### config.mk
export PLATFORM = sky130hd
export DESIGN_NAME = nx_dot_accum_requant
export DESIGN_NICKNAME = d
export VERILOG_FILES = /design/src/rtl/nx_dot_accum_requant.sv
export SDC_FILE = /design/constraint.sdc
export NUM_CORES = 1
export LEC_CHECK = 0
export CORE_MARGIN = 5
export CORE_UTILIZATION = 35
export CTS_CLUSTER_DIAMETER = 120
export DETAILED_ROUTE_END_ITERATION = 8
export GPL_TIMING_DRIVEN = 1
export PLACE_DENSITY = 0.47
export SYNTH_ARGS = -nofsm -noshare
export SYNTH_HDL_FRONTEND = slang
export SYNTH_SLANG_ARGS = --single-unit
export TNS_END_PERCENT = 50
### constraint.sdc
create_clock -name clk -period 7.9 [get_ports clk]
set_input_delay 1.185 -clock clk [delete_from_list [all_inputs] [get_ports clk]]
set_output_delay 1.185 -clock clk [all_outputs]
set_load 0.005 [all_outputs]
### src/rtl/nx_dot_accum_requant.sv
// Accumulates signed dot-product partials into one sum per frame, then rounds,
// right-shifts and saturates the sum to int8 and queues it in a small output FIFO.
module nx_dot_accum_requant #(
   parameter int DIN_W = 20,
   parameter int ACC_W = 32,
   parameter int SHIFT = 4,
   parameter int DEPTH = 4
) (
   input  logic             clk,
   input  logic             rst,
   input  logic             in_valid,
   output logic             in_ready,
   input  logic [DIN_W-1:0] in_data,
   input  logic             in_last,
   output logic             out_valid,
   input  logic             out_ready,
   output logic [7:0]       out_data,
   output logic             out_sat,
   output logic             ovf_err
);

   localparam int AW = $clog2(DEPTH);
   localparam logic signed [ACC_W:0] RND =
      (SHIFT == 0) ? '0 : ((ACC_W+1)'(1) << ((SHIFT > 0) ? SHIFT - 1 : 0));
   localparam logic signed [ACC_W:0] MAX8 = 127;
   localparam logic signed [ACC_W:0] MIN8 = -128;

   // Both ports transfer on a rising edge where valid && ready; a source holding
   // valid without ready keeps its payload stable until it is taken.
   logic                    accept;
   logic                    in_frame;
   logic signed [ACC_W-1:0] acc;
   logic signed [ACC_W-1:0] din_ext;
   logic signed [ACC_W-1:0] sum;
   logic                    ovf_hit;

   logic                    s1_valid;
   logic signed [ACC_W-1:0] s1_sum;
   logic signed [ACC_W:0]   rnd_sum;
   logic signed [ACC_W:0]   shifted;
   logic [7:0]              sat_data;
   logic                    sat_flag;
   logic                    s2_valid;
   logic [7:0]              s2_data;
   logic                    s2_sat;

   logic [8:0]              mem [DEPTH];
   logic [AW-1:0]           wr_ptr;
   logic [AW-1:0]           rd_ptr;
   logic [AW:0]             count;
   logic [AW+1:0]           occ;
   logic                    push;
   logic                    pop;

   assign accept  = in_valid && in_ready;
   assign din_ext = ACC_W'($signed(in_data));
   assign sum     = in_frame ? acc + din_ext : din_ext;
   assign ovf_hit = in_frame && (acc[ACC_W-1] == din_ext[ACC_W-1])
                    && (sum[ACC_W-1] != acc[ACC_W-1]);

   always_ff @(posedge clk) begin
      if (rst) begin
         acc      <= '0;
         in_frame <= 1'b0;
         ovf_err  <= 1'b0;
         s1_valid <= 1'b0;
         s1_sum   <= '0;
      end else begin
         s1_valid <= accept && in_last;
         if (accept) begin
            acc      <= sum;
            in_frame <= !in_last;
            if (in_last) s1_sum <= sum;
            if (ovf_hit) ovf_err <= 1'b1;
         end
      end
   end

   // One guard bit keeps the rounding addend from wrapping near full scale.
   always_comb begin
      rnd_sum  = {s1_sum[ACC_W-1], s1_sum} + RND;
      shifted  = rnd_sum >>> SHIFT;
      sat_data = shifted[7:0];
      sat_flag = 1'b0;
      if (shifted > MAX8) begin
         sat_data = 8'h7f;
         sat_flag = 1'b1;
      end else if (shifted < MIN8) begin
         sat_data = 8'h80;
         sat_flag = 1'b1;
      end
   end

   always_ff @(posedge clk) begin
      if (rst) begin
         s2_valid <= 1'b0;
         s2_data  <= '0;
         s2_sat   <= 1'b0;
      end else begin
         s2_valid <= s1_valid;
         if (s1_valid) begin
            s2_data <= sat_data;
            s2_sat  <= sat_flag;
         end
      end
   end

   // Counting in-flight pipeline results as occupied guarantees a FIFO slot for each.
   assign occ       = (AW+2)'(count) + (AW+2)'(s1_valid) + (AW+2)'(s2_valid);
   assign in_ready  = occ < (AW+2)'(DEPTH);
   assign push      = s2_valid;
   assign out_valid = count != '0;
   assign pop       = out_valid && out_ready;
   assign out_data  = mem[rd_ptr][8:1];
   assign out_sat   = mem[rd_ptr][0];

   always_ff @(posedge clk) begin
      if (rst) begin
         wr_ptr <= '0;
         rd_ptr <= '0;
         count  <= '0;
         for (int i = 0; i < DEPTH; i++) mem[i] <= '0;
      end else begin
         if (push) begin
            mem[wr_ptr] <= {s2_data, s2_sat};
            wr_ptr      <= wr_ptr + AW'(1);
         end
         if (pop) rd_ptr <= rd_ptr + AW'(1);
         case ({push, pop})
            2'b10:   count <= count + (AW+1)'(1);
            2'b01:   count <= count - (AW+1)'(1);
            default: count <= count;
         endcase
      end
   end

endmodule

* Word-level counts from Yosys, hierarchy flattened *
Memory sizes are Yosys's and may differ from the RTL's. A register that Yosys moved wholly into a read port is not among the register bits.
Cells that the tools add are included.

storage, ports and cells
  flip-flop bits (word level) = 84
  bits in writable memories = 36
  input bits = 25
  output and inout port bits = 12
  word-level logic and storage cells = 54
  memories kept = 1

memories
  name  depth  width  read ports  clocked after memory_dff  wr ports  RTL line  source
  mem   4      9      1           1                         4         47        logic [8:0] mem [DEPTH];

cells by class
  $add $sub $neg = 8
  magnitude comparators = 3
  equality and inequality tests = 4
  multiplexer cells = 16
  reductions and logical operators = 11

operator list
  operator                                                                          number
  32-bit by 5-bit adder with 33-bit output, second input constant                   1
  32-bit by 20-bit adder with 32-bit output                                         1
  32-bit two-way mux                                                                1
  29-bit by 8-bit greater-than comparator with 1-bit output, second input constant  1
  29-bit by 8-bit less-than comparator with 1-bit output, second input constant     1
  8-bit two-way mux                                                                 2
  9-bit two-way mux                                                                 1
  9-bit OR reduction                                                                1
  1-bit two-way mux                                                                 8
  2-bit two-way mux                                                                 3
  3-bit case mux with 2 select lines                                                1
  1-bit logical AND                                                                 5
  2-bit by 1-bit adder with 2-bit output, second input constant                     2
  3-bit by 1-bit adder with 4-bit output                                            1
  4-bit by 1-bit adder with 4-bit output                                            1
  4-bit by 3-bit less-than comparator with 1-bit output, second input constant      1
  2-bit AND reduction                                                               2
  3-bit by 1-bit adder with 3-bit output, second input constant                     1
  3-bit nonzero test                                                                1
  3-bit by 1-bit subtractor with 3-bit output, second input constant                1
  2-bit by 1-bit equality test with 1-bit output, second input constant             1
  2-bit equality test, second input constant                                        1
  2-bit nonzero test                                                                1
  1-bit equality test                                                               1
  2 further kinds                                                                   2

* Longest topological paths before layout *
Gate-level depths: netlist of run 1.

  word-level depth = 5
  gate-level depth with buffers = 11

* Worst setup path before layout of run 1 *
OpenSTA, ideal clock, no wires.

  path kind = input to register
  start = in in_data[0]
  end = reg acc[28]
  library setup time = 86 ps
  arrival = 3,351 ps
  data required time = 7,814 ps
  setup slack = 4,463 ps
  cell stages on the path = 11
  buffers on the path = 0
  cell sequence = ha_1 -> inv_1 -> fa_1 -> nand2b_1 -> a21o_1 -> a2111oi_4 -> nor3_1 -> o211ai_2 -> o22ai_1 -> mux2_2 -> a211oi_1

between the ends
  longest elaborated chain between the ends = 2

RTL lines
  what                                       RTL line  source
  start: declaration                         13        input logic [DIN_W-1:0] in_data,
  32-bit by 20-bit adder with 32-bit output  57        assign sum = in_frame ? acc + din_ext : din_ext;
  32-bit two-way mux                         57
  end signal: assignment                     71        acc <= sum;
  end: declaration                           32        logic signed [ACC_W-1:0] acc;

No other way between the ends.
A chain may end at the register's enable or synchronous reset.

* Final worst setup path of run 1 *
  start = in in_data[19]
  end = reg acc[31]

between the ends
  longest elaborated chain between the ends = 2

RTL lines
  what                                       RTL line
  32-bit by 20-bit adder with 32-bit output  57
  32-bit two-way mux *                       57

Every way passes the cells marked *; elsewhere a longest branch is shown, timed or not.

==> results of run 1 <==
==> registers in the layout (all words and copies together) (netlist names), named ones only <==
name      cells
mem          36
acc          32
s1_sum       29
s2_data       8
count         3
rd_ptr        2
wr_ptr        2
in_frame      1
ovf_err       1
push          1
s1_valid      1
s2_sat        1
==> through the flow <==
step	utilization	cell area (µm²)	power [mW]	hold slack, ps	std cells
6_report	0.409	8540	1.94	449	1136
5_1_grt	0.409	8540	2.05	494	1136
4_1_cts	0.409	8540	1.96	457	1136
3_5_place_dp	0.379	7920	1.12	448	1104
3_3_place_gp	0.379	7920	1.12	442	1104
2_1_floorplan	-	7370	1.01	440	836
==> worst min-delay path: stages, from the launching register on <==
cell and delay [ps]:
dfxtp_1 310, inv_1 50, a21oi_1 50
==> report_power, final <==
group          switching [mW]  leakage, nW  internal (mW)
registers              0.0430         1.06          0.673
logic                   0.222         1.91          0.171
clock network           0.321        0.308          0.512
total                   0.586         3.27           1.36
==> final cells by class <==
class,instances,area (µm²),share of cell area
inverters,28,105,0.0123
clock buffers,17,425,0.0498
well taps,275,344,0.0403
repair buffers,41,393,0.0460
multi-input cells,641,4330,0.507
flip-flops and latches,119,2740,0.321
clock inverters,15,204,0.0239
==> cell usage in the layout, fill, tap and decap left out, types with 18 or more instances in the layout <==
cell             Yosys  routed
nor3_1              20      20
edfxtp_1            36      36
dfxtp_1             83      83
clkdlybuf4s50_1      0      35
mux2i_1             18      18
nand2_1             54      54
o21ai_0             26      26
a211oi_1            56      56
inv_1               28      28
nor2_1             124     124
and2_1              20      19
a21oi_1             46      46
a21o_1              19      19
nand3_1             18      18
ha_1                34      34
xor2_1              18      18
==> path summary, 6_finish.rpt <==
kind / cells after the start / startpoint / end / slack (ps)
hold / removal: 2 / ovf_err$_SDFFE_PP0P_ / ovf_err$_SDFFE_PP0P_ / 450
setup / recovery: 10 / in_data[19] / acc[31]$_SDFFE_PP0P_ / 3540
setup reg to reg: 11 / acc[0]$_SDFFE_PP0P_ / acc[30]$_SDFFE_PP0P_ / 4890
hold reg to reg: 2 / ovf_err$_SDFFE_PP0P_ / ovf_err$_SDFFE_PP0P_ / 450
==> routing by layer <==
metal  vias to the layer above  share of wire  global-route usage
li1                       3132              -                   -
met2                       145           0.47               0.271
met4                         0          0.014              0.0454
met5                         -              0                   0
met1                      2987           0.48               0.216
met3                        17          0.038              0.0306
==> kinds of logic after synthesis <==
group,count (synthesis)
AO/OA/AOI/OAI,222
XOR/XNOR,35
adder cells (fa/ha/maj),36
buffers and inverters,76
flip-flops,119
multiplexers,28
AND/OR/NAND/NOR,320
==> out/results.tsv, run 1 <==
stage	metric	value	unit
run_status	run status	finished, final reports clean	
floorplan	# rows	53	
clock_tree	root buf cell	clkbuf_16	
logic_synthesis	Area contributors post-synth	dfxtp_1, edfxtp_1, nor2_1	
pwr	Lkg Pwr	3.27	nW
drt	WL final	19200	µm
timing	slew margin rel.	0.293	
logic_synthesis	largest family of logic cells by synthesized area	compound AO/OA/AOI/OAI gates	
grt	vias in the first global route	6145	
logic_synthesis	Main synth FF type	dfxtp_1	
logic_synthesis	post-synth top area cell	dfxtp_1	
logic_synthesis	count of cell types in the netlist	65	
drt	Vias	6281	
drt	drt wl/cell	16.9	µm
critical_path	Worst path max stage delay	1040	ps
drt	number of routed nets with antenna violations	0	
timing	worst setup margin	3540	ps
placement	dpl ws	3190	ps
final_layout	nets@finish	909	
clock_tree	Max clock buf depth	2	
critical_path	Worst EP arrival	4670	ps
grt	initial antenna violation count	0	
logic_synthesis	Post-Syn Area	7370	µm²
clock_tree	postcts setup bufs	0	
grt	GRT Residual Overflow	0	
min_path	Min-Delay Path Class	flip-flop to flip-flop	
floorplan	core area	20900	µm²
job	Max-Cap Viols	0	
drt	Via-to-Cell Ratio	5.53	
floorplan	starting density of the core	0.353	
logic_synthesis	xor-xnor portion of the synthesized cell area	0.0416	
clock_tree	# H-tree levels	4	
timing	Final Hold Fails	0	
drt	First-pass DRT Iterations	5	
logic_synthesis	post-synthesis sequential area ratio	0.372	
timing	RSZ-0062 raised after global routing	false	
final_layout	ant diodes	0	
floorplan	Die X	155	µm
timing	total negative slack	0	ps
clock_tree	Sink Count	119	
logic_synthesis	post-synth top area share	0.226	
clock_tree	CTS clk-pin slew, worst paths	60	ps
timing	# setup viols final	0	
critical_path	element type at the critical path start	primary input	
logic_synthesis	Synth Area in Simple Gates	0.213	
critical_path	WS Path Type	primary input to flip-flop	
logic_synthesis	ys async rst share	0	
clock_tree	clock latency at the later pin of the worst-skew pair	420	ps
drt	DR iter-0 viols	325	
critical_path	CP required	8210	ps
critical_path	Worst path slowest cell	clkdlybuf4s50_1	
timing	clock skew	14.1	ps
drt	DRC	0	
final_layout	number of fill cells	2047	
critical_path	type of destination of the critical path	flip-flop	
pwr	Max VDD drop	139	µV
floorplan	Chip Height	155	µm
logic_synthesis	mux share of post-synthesis cell area	0.0535	
final_layout	Area Overhead vs Synth	16.0	%
clock_tree	CTS tree	done	
clock_tree	Post-CTS Resized	0	
floorplan	io pins	37	
timing	Max Fclk	0.229	GHz
logic_synthesis	post-synth net total	897	
critical_path	crit path cell chain	clkdlybuf4s50_1, ha_1, a211o_1, o2111ai_1, nor3_1, o21a_1, a2111oi_4, a211oi_1, or4_1, o311ai_1	
placement	GPL Wtd Cong	0.905	
placement	IO Port Bufs	36	
clock_tree	# hold bufs at CTS	0	
placement	DP HPWL	13800	µm
clock_tree	Num CTS Buffers	17	
final_layout	share of layout cells above drive strength 1	0.0743	
critical_path	highest net fanout along the worst path	21	
logic_synthesis	Ys Warns	0	
grt	largest net degree at the start of global routing	89	
logic_synthesis	most frequent cells after synthesis	nor2_1, dfxtp_1, a211oi_1, nand2_1, a21oi_1	
logic_synthesis	Synth Instances	836	
critical_path	Buf/Inv on CP	1	
floorplan	die area	24000	µm²
timing	Slew @ Worst Pin	1060	ps
logic_synthesis	mean area per synthesized cell	8.81	µm²
timing	Final min period	4360	ps
pwr	Pwr Density	227	nW/µm²
logic_synthesis	Yosys reg bits	119	
timing	Max Slew Vio Count	0	
logic_synthesis	EDFF count, synth	36	
logic_synthesis	Synth Area in Adders	0.0632	
critical_path	CP top delay family	compound AO/OA/AOI/OAI gates	
logic_synthesis	count leader, synth	nor2_1	
timing	crit share post-route	0.552	
grt	global-route wire length before repair	31600	µm
logic_synthesis	Synth Area in Compound Gates	0.216	
grt	Tot GR Track Use	0.163	
Note: power is estimated with default switching activity, not from simulation.
==> run 2, diff against run 1 <==
==> constraint.sdc (replaced) <==
create_clock -name clk -period 4.1 [get_ports clk]
set_input_delay 0.615 -clock clk [delete_from_list [all_inputs] [get_ports clk]]
set_output_delay 0.615 -clock clk [all_outputs]
set_load 0.005 [all_outputs]
==> run 2 against run 1 <==
  * Utilization up 0.17 points
  * Total power rose by 94%
  * Global-route usage is 0.20 points lower
  * Register-to-register slack worse by 3800 ps
  * Combinational power is 93% higher
  * Critical path type unchanged
  * Non-clock buffer count rose by 3
  * Sequential share of layout area shrank 0.13 points
  * Highest routed layer unchanged
  * Sequential power grew 93%
  * Worst hold slack got worse by 4.1 ps
  * Clock skew fell by 2.4 ps
==> out/results.tsv, run 2 (synthesis results as in run 1) <==
stage	metric	value	unit	change
run_status	run status	finished, final reports clean		
grt	initial antenna violation count	0		unchanged
timing	Max Slew Vio Count	0		unchanged
grt	global-route wire length before repair	31100	µm	-1.6%
drt	First-pass DRT Iterations	5		unchanged
clock_tree	Post-CTS Resized	0		unchanged
timing	Final Hold Fails	0		unchanged
placement	DP HPWL	13900	µm	+1.2%
grt	M1 GR Usage	0.209		-0.00708
pwr	sequential power share	0.367		-0.002
grt	largest net degree at the start of global routing	70		-21%
critical_path	Worst EP arrival	3770	ps	-900 ps
critical_path	type of destination of the critical path	flip-flop		
pwr	switching pwr	1.10	mW	+88%
clock_tree	Max clock buf depth	2		unchanged
critical_path	highest net fanout along the worst path	12		-43%
clock_tree	postcts setup bufs	0		unchanged
clock_tree	# hold bufs at CTS	0		unchanged
floorplan	io pins	37		unchanged
timing	RSZ-0062 raised after global routing	false		
final_layout	biggest regs	mem (36), acc (32), s1_sum (29)		
final_layout	number of flip-flops in the largest register	36		unchanged
drt	drt wl/cell	16.6	µm	-1.7%
pwr	total chip power	3.76	mW	+94%
drt	number of routed nets with antenna violations	0		unchanged
timing	Max Fclk	0.289	GHz	
drt	WL final	18900	µm	-1.5%
pwr	sw frac	0.292		-0.00963
timing	Final min period	3460	ps	
final_layout	commonest non-fill, non-tap cell in the layout	nor2_1		
timing	worst setup margin	642	ps	-2900 ps
final_layout	Area Overhead vs Synth	16.5	%	
final_layout	commonest cells after routing, fill and taps aside	nor2_1, dfxtp_1, a211oi_1		
critical_path	element type at the critical path start	primary input		
floorplan	Chip Height	155	µm	unchanged
placement	IO Port Bufs	36		unchanged
pwr	combinational fraction of design power	0.201		about the same
drt	DR iter-0 viols	246		-24%
drt	DRC	0		unchanged
timing	slew margin rel.	0.346		+0.0534
floorplan	Die X	155	µm	unchanged
grt	vias in the first global route	5993		-2.5%
job	Max-Cap Viols	0		unchanged
grt	GR Layer Usage met2	0.271		unchanged
floorplan	# rows	53		unchanged
pwr	Max VDD drop	287	µV	+110%
clock_tree	root buf cell	clkbuf_16		
pwr	Pwr Density	438	nW/µm²	+93%
final_layout	Most flops, register	mem		
grt	met3 GRT Util	0.0236		-0.00695
clock_tree	CTS tree	done		
final_layout	number of fill cells	2087		+2.0%
clock_tree	Num CTS Buffers	17		unchanged
timing	total negative slack	0	ps	unchanged
grt	GRT busiest layer	met2		
clock_tree	clock latency at the later pin of the worst-skew pair	420	ps	about the same
final_layout	ant diodes	0		unchanged
timing	# setup viols final	0		unchanged
clock_tree	# H-tree levels	4		unchanged
final_layout	nets@finish	912		+0.33%
timing	Slew @ Worst Pin	979	ps	-79.9 ps
critical_path	CP required	4410	ps	-3800 ps
timing	crit share post-route	0.843		
pwr	Lkg Pwr	3.29	nW	+0.62%
critical_path	WS Path Type	primary input to flip-flop		
pwr	Internal Power	2.66	mW	+96%
min_path	Min-Delay Path Class	flip-flop to flip-flop		
floorplan	core area	20900	µm²	unchanged
clock_tree	CTS clk-pin slew, worst paths	60	ps	about the same
floorplan	starting density of the core	0.353		unchanged
pwr	Clk pwr share	0.432		+0.003
timing	clock skew	11.8	ps	-2.39 ps
drt	Vias	6186		-1.5%
placement	dpl ws	258	ps	-2930 ps
clock_tree	Sink Count	119		unchanged
drt	Via-to-Cell Ratio	5.43		-1.8%
grt	Tot GR Track Use	0.161		-0.00204
final_layout	share of layout cells above drive strength 1	0.0775		+0.00321
floorplan	die area	24000	µm²	unchanged
placement	GPL Wtd Cong	0.882		-2.6%
grt	GRT Residual Overflow	0		unchanged
==> run 2: path summary, 6_finish.rpt <==
check	start	to	slack, ps	depth (start not counted)
max	in_data[19]	acc[31]$_SDFFE_PP0P_	640	10
min	ovf_err$_SDFFE_PP0P_	ovf_err$_SDFFE_PP0P_	450	2
max reg2reg	acc[10]$_SDFFE_PP0P_	acc[31]$_SDFFE_PP0P_	1090	9
min reg2reg	ovf_err$_SDFFE_PP0P_	ovf_err$_SDFFE_PP0P_	450	2
==> run 2: final cells by class <==
type / count / area (µm²) / area share
multi-input cells: 641 / 4330 / 0.505
flip-flops and latches: 119 / 2740 / 0.320
clock buffers: 17 / 425 / 0.0496
repair buffers: 44 / 415 / 0.0484
well taps: 275 / 344 / 0.0401
clock inverters: 15 / 216 / 0.0252
inverters: 28 / 105 / 0.0123
==> run 2: worst max-delay path, stage by stage <==
cell             delay (ps)
clkdlybuf4s50_1         770
ha_1                    370
a211o_1                 340
o2111ai_1               180
nor3_1                  100
o21a_1                  160
a2111oi_4               400
a211oi_1                190
or4_1                   540
o311ai_1                100
==> run 2: per-layer routing <==
metal | vias to the layer above | part of all wire
li1 | 3140 | -
met1 | 2897 | 0.47
met2 | 126 | 0.48
met3 | 23 | 0.036
met4 | 0 | 0.016
met5 | - | 0
==> run 2: power groups by stage <==
| stage | combinational [mW] | sequential (mW) | clock (mW) |
|---|---|---|---|
| after floorplan | 0.571 | 1.37 | 0 |
| after global placement | 0.756 | 1.40 | 0 |
| after detailed placement | 0.756 | 1.41 | 0 |
| after CTS | 0.761 | 1.38 | 1.66 |
| after global routing | 0.846 | 1.40 | 1.72 |
| final | 0.758 | 1.38 | 1.62 |
==> run 2: stage by stage <==
stage / cells / hold WS (ps) / utilization / area (µm²)
detailed placement: 1107 / 439 / 0.380 / 7940
global placement: 1107 / 439 / 0.380 / 7940
floorplan: 836 / 440 / - / 7370
CTS: 1139 / 447 / 0.411 / 8580
global route: 1139 / 467 / 0.411 / 8580
finish: 1139 / 445 / 0.411 / 8580
